File: src/rtl/prn_line_rx.sv
// Printhead receive side: reassembles 4-lane print lines and 8-bit command bytes
// from the registered F_data bus and its Prndata_en / CMD_en qualifiers.
module prn_line_rx #(
  parameter int unsigned DOTS   = 64,
  parameter int unsigned EN_DLY = 1
) (
  input  logic                clk,
  input  logic                rst,
  input  logic                Prndata_en,
  input  logic                CMD_en,
  input  logic [3:0]          F_data,
  output logic [4*DOTS-1:0]   Line_data,
  output logic                Line_valid,
  input  logic                Line_ack,
  output logic [7:0]          Cmd_byte,
  output logic                Cmd_valid,
  output logic                Line_err,
  output logic                Overrun
);

  localparam int unsigned CW = (DOTS > 1) ? $clog2(DOTS) : 1;
  localparam int unsigned LW = 4 * DOTS;

  typedef enum logic [1:0] {StIdle, StLine, StCmd} state_e;

  logic de, ce;

  if (EN_DLY == 0) begin : g_no_dly
    assign de = Prndata_en;
    assign ce = CMD_en;
  end else begin : g_dly
    logic [EN_DLY-1:0] de_pipe_q, de_pipe_d;
    logic [EN_DLY-1:0] ce_pipe_q, ce_pipe_d;

    always_comb begin
      de_pipe_d    = de_pipe_q;
      ce_pipe_d    = ce_pipe_q;
      de_pipe_d[0] = Prndata_en;
      ce_pipe_d[0] = CMD_en;
      for (int i = 1; i < int'(EN_DLY); i++) begin
        de_pipe_d[i] = de_pipe_q[i-1];
        ce_pipe_d[i] = ce_pipe_q[i-1];
      end
    end

    always_ff @(posedge clk) begin
      if (rst) begin
        de_pipe_q <= '0;
        ce_pipe_q <= '0;
      end else begin
        de_pipe_q <= de_pipe_d;
        ce_pipe_q <= ce_pipe_d;
      end
    end

    assign de = de_pipe_q[EN_DLY-1];
    assign ce = ce_pipe_q[EN_DLY-1];
  end

  state_e          state_q, state_d;
  logic [CW-1:0]   cnt_q, cnt_d;
  logic [3:0]      hi_q, hi_d;
  logic [LW-1:0]   buf_q, buf_d;
  logic [LW-1:0]   line_data_q, line_data_d;
  logic            line_valid_q, line_valid_d;
  logic [7:0]      cmd_byte_q, cmd_byte_d;
  logic            cmd_valid_q, cmd_valid_d;
  logic            line_err_q, line_err_d;
  logic            overrun_q, overrun_d;
  logic [CW-1:0]   wr_idx;

  // Any de cycle stores a dot: at cnt while in a line, otherwise as dot 0 of a new line.
  always_comb begin
    buf_d  = buf_q;
    wr_idx = (state_q == StLine) ? cnt_q : '0;
    if (de) begin
      for (int n = 0; n < 4; n++) begin
        buf_d[n*int'(DOTS) + int'(wr_idx)] = F_data[n];
      end
    end
  end

  always_comb begin
    state_d      = state_q;
    cnt_d        = cnt_q;
    hi_d         = hi_q;
    line_data_d  = line_data_q;
    line_valid_d = line_valid_q & ~Line_ack;
    cmd_byte_d   = cmd_byte_q;
    cmd_valid_d  = 1'b0;
    line_err_d   = 1'b0;
    overrun_d    = overrun_q;

    unique case (state_q)
      StIdle, StCmd: begin
        if (de) begin
          cnt_d   = CW'(1);
          state_d = StLine;
        end else if (ce) begin
          if (state_q == StCmd) begin
            cmd_byte_d  = {hi_q, F_data};
            cmd_valid_d = 1'b1;
            state_d     = StIdle;
          end else begin
            hi_d    = F_data;
            state_d = StCmd;
          end
        end
      end
      StLine: begin
        if (de) begin
          if (cnt_q == CW'(DOTS - 1)) begin
            line_data_d  = buf_d;
            overrun_d    = overrun_q | (line_valid_q & ~Line_ack);
            line_valid_d = 1'b1;
            cnt_d        = '0;
            state_d      = StIdle;
          end else begin
            cnt_d = cnt_q + 1'b1;
          end
        end else if (ce) begin
          // Abort: partial line is discarded and the nibble opens a command.
          line_err_d = 1'b1;
          cnt_d      = '0;
          hi_d       = F_data;
          state_d    = StCmd;
        end
      end
      default: state_d = StIdle;
    endcase
  end

  always_ff @(posedge clk) begin
    if (rst) begin
      state_q      <= StIdle;
      cnt_q        <= '0;
      hi_q         <= '0;
      line_data_q  <= '0;
      line_valid_q <= 1'b0;
      cmd_byte_q   <= '0;
      cmd_valid_q  <= 1'b0;
      line_err_q   <= 1'b0;
      overrun_q    <= 1'b0;
    end else begin
      state_q      <= state_d;
      cnt_q        <= cnt_d;
      hi_q         <= hi_d;
      line_data_q  <= line_data_d;
      line_valid_q <= line_valid_d;
      cmd_byte_q   <= cmd_byte_d;
      cmd_valid_q  <= cmd_valid_d;
      line_err_q   <= line_err_d;
      overrun_q    <= overrun_d;
    end
  end

  // Every dot is rewritten before a line completes, so the assembly buffer needs no reset.
  always_ff @(posedge clk) begin
    buf_q <= buf_d;
  end

  assign Line_data  = line_data_q;
  assign Line_valid = line_valid_q;
  assign Cmd_byte   = cmd_byte_q;
  assign Cmd_valid  = cmd_valid_q;
  assign Line_err   = line_err_q;
  assign Overrun    = overrun_q;

endmodule

File: config.mk
export PLATFORM = sky130hd
export DESIGN_NAME = prn_line_rx
export DESIGN_NICKNAME = d
export VERILOG_FILES = /design/src/rtl/prn_line_rx.sv
export SDC_FILE = /design/constraint.sdc
export NUM_CORES = 1
export LEC_CHECK = 0
export BUFFER_PORTS_ARGS = -buffer_cell sky130_fd_sc_hd__clkbuf_2
export CAP_MARGIN = 15
export CORE_MARGIN = 5
export CORE_UTILIZATION = 50
export CTS_CLUSTER_DIAMETER = 30
export DETAILED_ROUTE_END_ITERATION = 7
export GPL_ROUTABILITY_DRIVEN = 0
export PLACE_DENSITY_LB_ADDON = 0.08
export SLEW_MARGIN = 20
export SYNTH_ARGS = -nofsm -noshare
export SYNTH_HDL_FRONTEND = slang
export SYNTH_SLANG_ARGS = --single-unit
File: constraint.sdc
create_clock -name clk -period 2.7 [get_ports clk]
set_input_delay 0.27 -clock clk [delete_from_list [all_inputs] [get_ports clk]]
set_output_delay 0.27 -clock clk [all_outputs]
set_load 0.1 [all_outputs]
==> results of run 1 <==
registers in the layout, indices dropped and copies added, names as in the netlist:
| name | count |
|---|---|
| ce | 1 |
| de | 1 |
| Line_valid | 1 |
| Line_data | 256 |
| hi_q | 4 |
| Line_err | 1 |
| cnt_q | 6 |
| state_q | 2 |
| buf_q | 256 |
| Overrun | 1 |
| Cmd_valid | 1 |
| Cmd_byte | 8 |
worst reg2reg max path: cells and delay by family, from the launching register on:
family / cells / cell delay, ps
simple gates: 3 / 1430
flops: 1 / 630
buf+inv: 1 / 230
compound gates: 1 / 90
per-stage QoR:
stage,hold slack (ps),util [%],power (mW),area [µm²],instances
finish,111,65.7,22.0,24000,2724
global route,139,65.7,22.7,24000,2724
CTS,137,65.7,22.2,24000,2724
detailed placement,442,55.4,8.70,20300,2527
global placement,437,55.4,8.68,20300,2527
floorplan,398,-,8.56,18500,1887
path summary, 6_finish.rpt:
kind | from | to | cells after the start
max reg2reg | cnt_q[3] | Line_data[42] | 5
max | cnt_q[3] | Line_data[42] | 5
min | rst | Line_data[193] | 2
min reg2reg | Line_data[79] | Line_data[79] | 2
routing by layer:
metal	global-route usage, %	wire length [µm]
met3	5.26	2600
met5	0	0
met1	30.0	21500
met2	40.0	24300
met4	7.18	879
cells in the mapped netlist, drive strengths merged (5+ instances only):
cell / count
dfxtp: 538
nand2: 535
a21oi: 258
mux2: 246
clkbuf: 79
nor2: 56
buf: 50
inv: 18
mux2i: 14
a211oi: 11
nand3: 11
nor3: 9
nand2b: 6
o31a: 6
nor2b: 5
layout by cell type, fill, tap and decap left out, drive strengths merged, types with 3 or more instances in the layout:
master       count
a211oi          11
a21oi          258
a31oi            3
and2             3
and3             3
buf             26
bufinv          19
clkbuf         406
clkinv          28
clkinvlp        12
dfxtp          538
dlygate4sd3      3
inv             22
mux2           246
mux2i           14
nand2          535
nand2b           6
nand3           11
nand3b           3
nor2            56
nor2b            5
nor3             9
nor4             3
o21ai            3
o31a             6
xor2             3
kinds of logic (layout without fill, tap and decap cells):
| kind of cell | after synthesis | count (layout) | synth area share [%] |
|---|---|---|---|
| xor+xnor | 3 | 3 | 0.142 |
| compound gates | 287 | 287 | 8.15 |
| fa+ha+maj | 1 | 1 | 0.0676 |
| mux | 260 | 260 | 15.7 |
| simple gates | 651 | 651 | 14.4 |
| flops | 538 | 538 | 58.2 |
| buf+inv | 147 | 516 | 3.32 |
layout make-up:
type | count | area (µm²)
Clock buffer | 131 | 2890
Clock inverter | 63 | 858
Fill cell | 3003 | 12600
Inverter | 18 | 67.6
Multi-Input combinational cell | 1202 | 7140
Sequential cell | 538 | 10800
Tap cell | 468 | 586
Timing Repair Buffer | 304 | 1730
power by group:
group          switching [mW]  internal (mW)
Combinational           0.228          0.146
Sequential             0.0745           8.10
Clock                    4.13           9.35
Total                    4.43           17.6
repair_timing:
| action | 4_1_cts | 5_1_grt |
|---|---|---|
| hold endpoints to repair | 3 | 0 |
| endpoints found under the setup margin | 0 | 0 |
| hold buffers | 3 | 0 |
==> key figures, run 1 <==
Worst setup path
  • Crit path cell chain: nand2_1, or4_4, buf_12, nand2_1, a21oi_1
  • Delay-heaviest family, CP: simple AND/OR/NAND/NOR gates
  • Crit start category: flip-flop
  • Max stage delay cell, worst path: dfxtp_1
  • WP buf/inv: 1
  • CP Data Required Time: about 3200 ps
  • Reg2Reg Setup Slack: between 150 and 200 ps
  • CP Data Arrival Time: between 2000 and 3000 ps
  • Most used cell along the critical path: nand2_1
  • CP peak stage delay: between 600 and 700 ps
  • WS Path Type: reg2reg
  • Setup crit end kind: flip-flop
  • CP max FO: ~170

Synth
  • Cell taking the most area after synthesis: dfxtp_1
  • Sequential fraction of the synthesis area: between 50% and 60%
  • Share of the synthesized area in the top cell type: 58.2%
  • YS warnings: 0
  • Post-synth EDFFs: 0
  • Avg Inst Size Synth: ~10 µm²
  • Cells after synthesis: approximately 1,900
  • Net Count, Synth: about 1,900
  • Ys async rst share: 0%
  • Main synth FF type: dfxtp_1
  • Post-Syn Area: 18,500 µm²
  • FF+latch count, synth: around 540
  • Main area contributors after synthesis: dfxtp_1 58%, mux2_2 15%, nand2_1 11%, a21oi_1 7.0%, clkbuf_1 1.6%
  • Library cells used by synthesis: 45

Timing
  • Final Hold Viols: 0
  • Max Transition Viols Final: 0
  • Worst slew pin tran: slightly below 1000 ps
  • Final setup margin: around 170 ps
  • Setup Skew: around 15 ps
  • Final TNS setup: 0 ps
  • F_max: around 400 MHz
  • Relative slew slack: between 30 and 40%
  • Final setup vio count: 0
  • Final Critical Period: 2530 ps
  • Period utilisation layout: 93.8%
  • RSZ-0062 raised after global routing: no

Die
  • Vert. Die Dim: approximately 200 µm
  • Core Rows: 70
  • Starting Density: between 50% and 60%
  • Die X: 202 µm
  • I/O pins: roughly 280
  • Area of the core: between 30,000 and 40,000 µm²
  • Die area: just over 40,000 µm²

Global routing
  • Vias in the first global route: 14,300
  • Initial antenna violation count: 0
  • Largest net degree at the start of global routing: between 150 and 200
  • Total gr overflow: 0
  • Total GRT Usage: a little under a quarter
  • First-pass GRT wire length: 78,200 µm

Clock network
  • TritonCTS clock tree: yes
  • Postcts setup bufs: 0
  • Clk slew on worst S/H paths: roughly 50 ps
  • Total CTS buffers: around 100
  • Clock buffer depth: 3
  • CTS sink cnt: between 500 and 600
  • Clk_lat worst skew: about 600 ps
  • Clk root buf: clkbuf_16
  • Post-cts resize count: 0
  • Deepest level of the CTS H-tree: 3

Run
  • Max-cap violations: 0

Placed design
  • Hpwl dp: ~31,000 µm
  • Buffers on Ports: between 200 and 300
  • Pre-CTS setup slack: 307 ps

Drt
  • Total Wirelength: 49,300 µm
  • WL/cell: roughly 18 µm
  • Via count: approximately 14,000
  • Initial DRT Pass Iterations: 5
  • DR iter-0 viols: 670
  • Via density: between 5 and 6
  • Post-DRT Antenna Nets: 0
  • Number of remaining DRC errors: 0

Worst hold path
  • Hold Crit Class: in2reg

Layout
  • N_diodes: 0
  • Area growth syn-to-layout: 29.9%
  • Share of cells above drive strength 1: between 30% and 40%
  • NumNets Final: 2,178

Power and ir drop
  • Leakage: 9.73 nW
  • Peak VDD IR: about 570 µV
  • Pwr/cell area: roughly 920 nW/µm²

Outcome
  • Status: complete, no violations
Power figures use the tool's default switching activity.
==> inputs of run 2 (changes only) <==
--- a/config.mk
+++ b/config.mk
@@ -8,4 +8,5 @@
 export BUFFER_PORTS_ARGS = -buffer_cell sky130_fd_sc_hd__clkbuf_2
 export CAP_MARGIN = 15
+export CORE_ASPECT_RATIO = 1.1
 export CORE_MARGIN = 5
 export CORE_UTILIZATION = 50
==> constraint.sdc (replaced) <==
create_clock -name clk -period 3.05 [get_ports clk]
set_input_delay 0 -clock clk [delete_from_list [all_inputs] [get_ports clk]]
set_output_delay 0 -clock clk [all_outputs]
set_load 0.1 [all_outputs]
==> run 2 against run 1 <==
  * Die area about the same
  * Power decreased by 19%
  * Largest power group unchanged
  * Clock skew grew 4.9 ps
  * Maximum frequency fell by 1.6%
  * Hold slack worse by 15 ps
  * Wire length down 2.9%
  * Critical path depth is the same
  * Clock-buffer cell count is 23 lower
  * Combinational power shrank 15%
  * Final area down 2.3%
  * Highest routed layer unchanged
  * Cell count increased by 0.18%
  * Sequential share of layout area increased by 1.0 points
==> key figures, run 2 (synthesized netlist as in run 1, its figures left out) <==
Outcome
  • Status: complete, no violations

Power and ir drop
  • Internal power: 14.0 mW (-20%)
  • P_sw: 3.87 mW (-13%)
  • Reg power frac: 40.4% (+3.3 points)
  • Peak VDD IR: 419 µV (-26%)
  • Clock power share: 57.8% (-3.4 points)
  • Comb pwr share: 1.8% (about the same)
  • Leakage: 9.45 nW (-2.9%)
  • Switching Fraction: 21.6% (+1.5 points)
  • Power after layout: 17.9 mW (-19%)
  • Pwr/cell area: 761 nW/µm² (-17%)

Worst setup path
  • Reg2Reg Capture Point: Line_data[156]
  • CP Data Arrival Time: 3010 ps (+30 ps)
  • Crit start category: flip-flop
  • Setup crit end kind: flip-flop
  • WS Path Type: reg2reg
  • CP max FO: 118 (-28%)
  • Reg2Reg Setup Slack: 480 ps (+310 ps)
  • CP Data Required Time: 3490 ps (+340 ps)
  • Depth of the worst register-to-register path: 5 (unchanged)
  • Worst r2r src: cnt_q[3]

Clock network
  • Total CTS buffers: 90 (-13%)
  • Postcts setup bufs: 0 (unchanged)
  • Post-cts resize count: 0 (unchanged)
  • CTS sink cnt: 538 (unchanged)
  • Clk slew on worst S/H paths: 50 ps (about the same)
  • Clock buffer depth: 3 (unchanged)
  • Clk_lat worst skew: 590 ps (about the same)
  • Clk root buf: clkbuf_16
  • TritonCTS clock tree: yes
  • Deepest level of the CTS H-tree: 3 (unchanged)

Die
  • I/O pins: 277 (unchanged)
  • Area of the core: 36,900 µm² (+0.66%)
  • Die X: 193 µm (-4.4%)
  • Core Rows: 74 (+5.7%)
  • Vert. Die Dim: 212 µm (+4.6%)
  • Die area: 41,000 µm² (about the same)
  • Starting Density: 50.2% (-0.33 points)

Timing
  • Worst slew pin tran: 1030 ps (+42.3 ps)
  • Setup Skew: 19.7 ps (+4.87 ps)
  • Fin Hold WS: 96.5 ps (-14.8 ps)
  • Period utilisation layout: 84.4% (-9.4 points)
  • Final setup vio count: 0 (unchanged)
  • Relative slew slack: 31.2% (-1.8 points)
  • RSZ-0062 raised after global routing: no
  • Final setup margin: 477 ps (+310 ps)
  • Max Transition Viols Final: 0 (unchanged)
  • Final TNS setup: 0 ps (unchanged)
  • Final Hold Viols: 0 (unchanged)
  • Final Critical Period: 2570 ps (+40.3 ps)
  • F_max: 389 MHz (-1.6%)

Layout
  • Final cell count without fillers: 2,729 (+0.18%)
  • Commonest non-fill, non-tap cell in the layout: dfxtp_1
  • Design area: 23,500 µm² (-2.3%)
  • Layout Utilization: 63.8% (-1.9 points)
  • Fill count: 3,142 (+4.6%)
  • Register area: 10,800 µm² (unchanged)
  • NumNets Final: 2,167 (-0.51%)
  • Commonest non-fill, non-tap cells in the layout: 538 x dfxtp_1, 535 x nand2_1, 274 x clkbuf_2
  • N_diodes: 0 (unchanged)
  • Footprint of the multi-input gates: 7140 µm² (unchanged)
  • Area growth syn-to-layout: 26.9%
  • Share of cells above drive strength 1: 32.1% (-0.50 points)

Global routing
  • Initial antenna violation count: 0 (unchanged)
  • Total GRT Usage: 22.7% (-0.82 points)
  • Largest net degree at the start of global routing: 119 (-28%)
  • Total gr overflow: 0 (unchanged)
  • First-pass GRT wire length: 75,800 µm (-3.1%)
  • Vias in the first global route: 13,900 (-2.9%)

Drt
  • Post-DRT Antenna Nets: 0 (unchanged)
  • Number of remaining DRC errors: 0 (unchanged)
  • WL/cell: 17.5 µm (-3.1%)
  • Via density: 5.12 (-0.78%)
  • Initial DRT Pass Iterations: 4 (-1)
  • DR iter-0 viols: 699 (+4.3%)
  • Via count: 14,000 (-0.60%)
  • Total Wirelength: 47,900 µm (-2.9%)

Placed design
  • Placed Area: 20,200 µm² (-0.12%)
  • Pre-CTS setup slack: 649 ps (+342 ps)
  • Placed Instances: 2,552 (+0.99%)
  • Hpwl dp: 30,500 µm (-2.5%)
  • Buffers on Ports: 276 (unchanged)

Worst hold path
  • Worst hold endpoint: Cmd_byte[0]
  • WHS Path Cells: 3 (+1)
  • Hold Crit Class: in2reg
  • Hold Startpoint: F_data[0]

Run
  • Max-cap violations: 0 (unchanged)
## run 2: cell types whose count changed in the layout (fill, tap and decap cells not counted), moves of 2 or more
cell           delta
buf_12            -4
buf_4             +3
bufinv_16         -8
clkbuf_1          -7
clkbuf_16        -18
clkbuf_8          +2
clkinv_2         -10
clkinv_4          +4
clkinv_8          +2
dlygate4sd3_1     +4
inv_6             +7
inv_8             +4
## run 2: area by class of cell
| class | instances | area share, % |
|---|---|---|
| flip-flops and latches | 538 | 45.8 |
| multi-input cells | 1202 | 30.4 |
| clock buffers | 108 | 10.4 |
| repair buffers | 307 | 7.31 |
| clock inverters | 62 | 3.16 |
| well taps | 494 | 2.63 |
| inverters | 18 | 0.288 |
## run 2: worst max path at each step
stage	start	to	cells after the start
after global placement	state_q[0]	buf_q[14]	4
after detailed placement	cnt_q[3]	Line_data[73]	5
final	cnt_q[3]	Line_data[156]	5
after CTS	state_q[0]	Line_valid	4
after global routing	cnt_q[1]	Line_valid	5
after floorplan	cnt_q[1]	Line_data[65]	8
## run 2: per-layer routing
layer / wire length [µm] / up-vias / global-route usage, %
met5: 0 / - / 0
met4: 1080 / 0 / 7.96
met3: 2420 / 65 / 4.38
met2: 23000 / 355 / 38.3
met1: 21400 / 6677 / 29.5
li1: - / 6883 / -
## run 2: critical path, stage by stage, from the launching register on
cell,delay (ps)
dfxtp_1,640
nand2_1,230
or4_4,810
buf_12,300
nand2_1,200
a21oi_1,90
## run 2: what timing repair did
action                                 4_1_cts  5_1_grt
endpoints found under the hold margin       85        0
setup endpoints to repair                    0        0
hold buffers                                 7        0
## run 2: power by group through the flow
stage	Combinational (mW)	Clock [mW]	Sequential (mW)
6_report	0.317	10.3	7.23
5_1_grt	0.348	10.9	7.23
4_1_cts	0.321	10.5	7.22
3_5_place_dp	0.314	0	7.37
3_3_place_gp	0.307	0	7.36
2_1_floorplan	0.228	0	7.35
==> inputs of run 3 (changes only) <==
- clock period: 3.05 -> 2.6 ns (I/O delays scaled with it)
==> run 3 against run 2 <==
  * Clock-buffer cell count fell by 8
  * Combinational power rose by 23%
  * Critical path type unchanged
  * Clock power rose by 20%
  * Critical endpoint is now Line_data[165]
  * Core utilization rose by 0.69 points
  * Highest routed layer unchanged
==> key figures, run 3 (synthesized netlist as in run 1, its figures left out) <==
Outcome
  • Status: complete, no violations

Worst setup path
  • CP max FO: 49 (-58%)
  • CP Data Required Time: 3110 ps (-380 ps)
  • Depth of the worst register-to-register path: 7 (+2)
  • Crit path cell chain: nand2b_1, buf_4, nor4_4, buf_4, buf_12, nand2_1, a21oi_1
  • Setup crit end kind: flip-flop
  • Worst Setup SP: state_q[0]
  • Crit start category: flip-flop
  • Reg2Reg Capture Point: Line_data[165]
  • CP Data Arrival Time: 2870 ps (-140 ps)
  • Most used cell along the critical path: buf_4
  • WP buf/inv: 3 (+2)
  • Reg2Reg Setup Slack: 240 ps (-240 ps)
  • Max stage delay cell, worst path: dfxtp_1
  • Delay-heaviest family, CP: simple AND/OR/NAND/NOR gates
  • Worst r2r src: state_q[0]
  • CP peak stage delay: 660 ps (-150 ps)
  • WS Path Type: reg2reg

Die
  • Vert. Die Dim: 212 µm (unchanged)
  • I/O pins: 277 (unchanged)
  • Core Rows: 74 (unchanged)
  • Die area: 41,000 µm² (unchanged)
  • Area of the core: 36,900 µm² (unchanged)
  • Die X: 193 µm (unchanged)
  • Starting Density: 50.2% (unchanged)

Timing
  • RSZ-0062 raised after global routing: no
  • Final Hold Viols: 0 (unchanged)
  • Setup Skew: 16.0 ps (-3.72 ps)
  • Period utilisation layout: 90.9% (+6.6 points)
  • Final setup margin: 236 ps (-241 ps)
  • Final Critical Period: 2360 ps (-209 ps)
  • Relative slew slack: 41.1% (+9.9 points)
  • Worst slew pin tran: 883 ps (-148 ps)
  • Final setup vio count: 0 (unchanged)
  • Max Transition Viols Final: 0 (unchanged)
  • Fin Hold WS: 54.2 ps (-42.2 ps)
  • F_max: 423 MHz (+8.8%)
  • Final TNS setup: 0 ps (unchanged)

Clock network
  • Clk root buf: clkbuf_16
  • Clk slew on worst S/H paths: 50 ps (about the same)
  • Deepest level of the CTS H-tree: 3 (unchanged)
  • Clk_lat worst skew: 600 ps (about the same)
  • Clock buffer depth: 3 (unchanged)
  • TritonCTS clock tree: yes
  • CTS sink cnt: 538 (unchanged)
  • Total CTS buffers: 89 (-1.1%)

Drt
  • Initial DRT Pass Iterations: 5 (+1)
  • Via count: 14,100 (+0.81%)
  • DR iter-0 viols: 697 (-0.29%)
  • WL/cell: 17.8 µm (+1.8%)
  • Total Wirelength: 48,900 µm (+2.1%)
  • Post-DRT Antenna Nets: 0 (unchanged)
  • Via density: 5.15 (+0.48%)
  • Number of remaining DRC errors: 0 (unchanged)

Layout
  • Area growth syn-to-layout: 28.3%
  • N_diodes: 0 (unchanged)
  • Fill count: 3,187 (+1.4%)
  • NumNets Final: 2,181 (+0.65%)
  • Final cell count without fillers: 2,738 (+0.33%)
  • Commonest non-fill, non-tap cell in the layout: dfxtp_1
  • Commonest non-fill, non-tap cells in the layout: 538 x dfxtp_1, 535 x nand2_1, 274 x clkbuf_2
  • Share of cells above drive strength 1: 32.7% (+0.58 points)

Global routing
  • Total GRT Usage: 23.0% (+0.29 points)
  • Vias in the first global route: 14,000 (+1.1%)
  • Initial antenna violation count: 0 (unchanged)
  • Largest net degree at the start of global routing: 110 (-7.6%)
  • First-pass GRT wire length: 76,800 µm (+1.3%)
  • Total gr overflow: 0 (unchanged)

Worst hold path
  • Hold Crit Class: in2reg
  • Hold Startpoint: F_data[1]
  • Worst hold endpoint: Cmd_byte[1]
  • WHS Path Cells: 3 (unchanged)

Run
  • Max-cap violations: 0 (unchanged)

Power and ir drop
  • Pwr/cell area: 898 nW/µm² (+18%)
  • Power after layout: 21.3 mW (+19%)
  • Leakage: 9.58 nW (+1.3%)
  • Peak VDD IR: 567 µV (+35%)

Placed design
  • Placed Instances: 2,568 (+0.63%)
  • Buffers on Ports: 276 (unchanged)
  • Hpwl dp: 31,000 µm (+1.6%)
  • Pre-CTS setup slack: 295 ps (-353 ps)
## run 3: cell count changes in the layout (fill, tap and decap cells not counted), sizes merged
cell	previous run	this run
buf	26	42
bufinv	11	16
clkbuf	382	374
clkinv	24	21
clkinvlp	12	11
dlygate4sd3	7	6
inv	33	34
## run 3: report_power, final
group          switching (mW)  total (mW)  internal, mW
registers              0.0808        8.48          8.40
logic                   0.239       0.391         0.152
clock network            4.22        12.4          8.22
## run 3: what timing repair did
item | CTS | global route
hold buffers | 6 | 0
buffers inserted | 0 | 0
resized for setup | 0 | 0
endpoints found under the hold margin | 85 | 0
## run 3: final cells by class
| cell class | count | area, µm² | area share (%) |
|---|---|---|---|
| sequential | 538 | 10800 | 45.4 |
| multi-input combinational | 1202 | 7150 | 30.1 |
| clock buffer | 100 | 2360 | 9.93 |
| timing repair buffer | 322 | 1900 | 8.01 |
| clock inverter | 64 | 886 | 3.73 |
| tap | 494 | 618 | 2.60 |
| inverter | 18 | 67.6 | 0.284 |
## run 3: worst max path at each step
stage	endpoint	slack [ps]	cells past startpoint
finish	Line_data[165]	240	7
global route	Line_data[162]	150	7
CTS	Line_data[165]	270	7
detailed placement	Line_data[165]	300	7
global placement	Line_data[165]	340	7
floorplan	Line_data[65]	610	8
## run 3: layer usage
metal | share of wire (%) | global-route usage (%) | vias up
met4 | 1.8 | 6.47 | 0
met1 | 44 | 29.8 | 6752
met2 | 48 | 39.0 | 407
li1 | - | - | 6871
met3 | 6.0 | 5.17 | 63
met5 | 0 | 0 | -
## run 3: metrics by stage
stage | instance area [µm²] | utilization, %
after CTS | 23700 | 64.4
after global placement | 20400 | 55.5
final | 23700 | 64.4
after detailed placement | 20400 | 55.5
after global routing | 23700 | 64.4
after floorplan | 18500 | -
## run 3: worst reg2reg max path: stages (launching register included)
cell and delay, ps:
dfxtp_1 660, nand2b_1 150, buf_4 190, nor4_4 490
buf_4 260, buf_12 240, nand2_1 130, a21oi_1 170
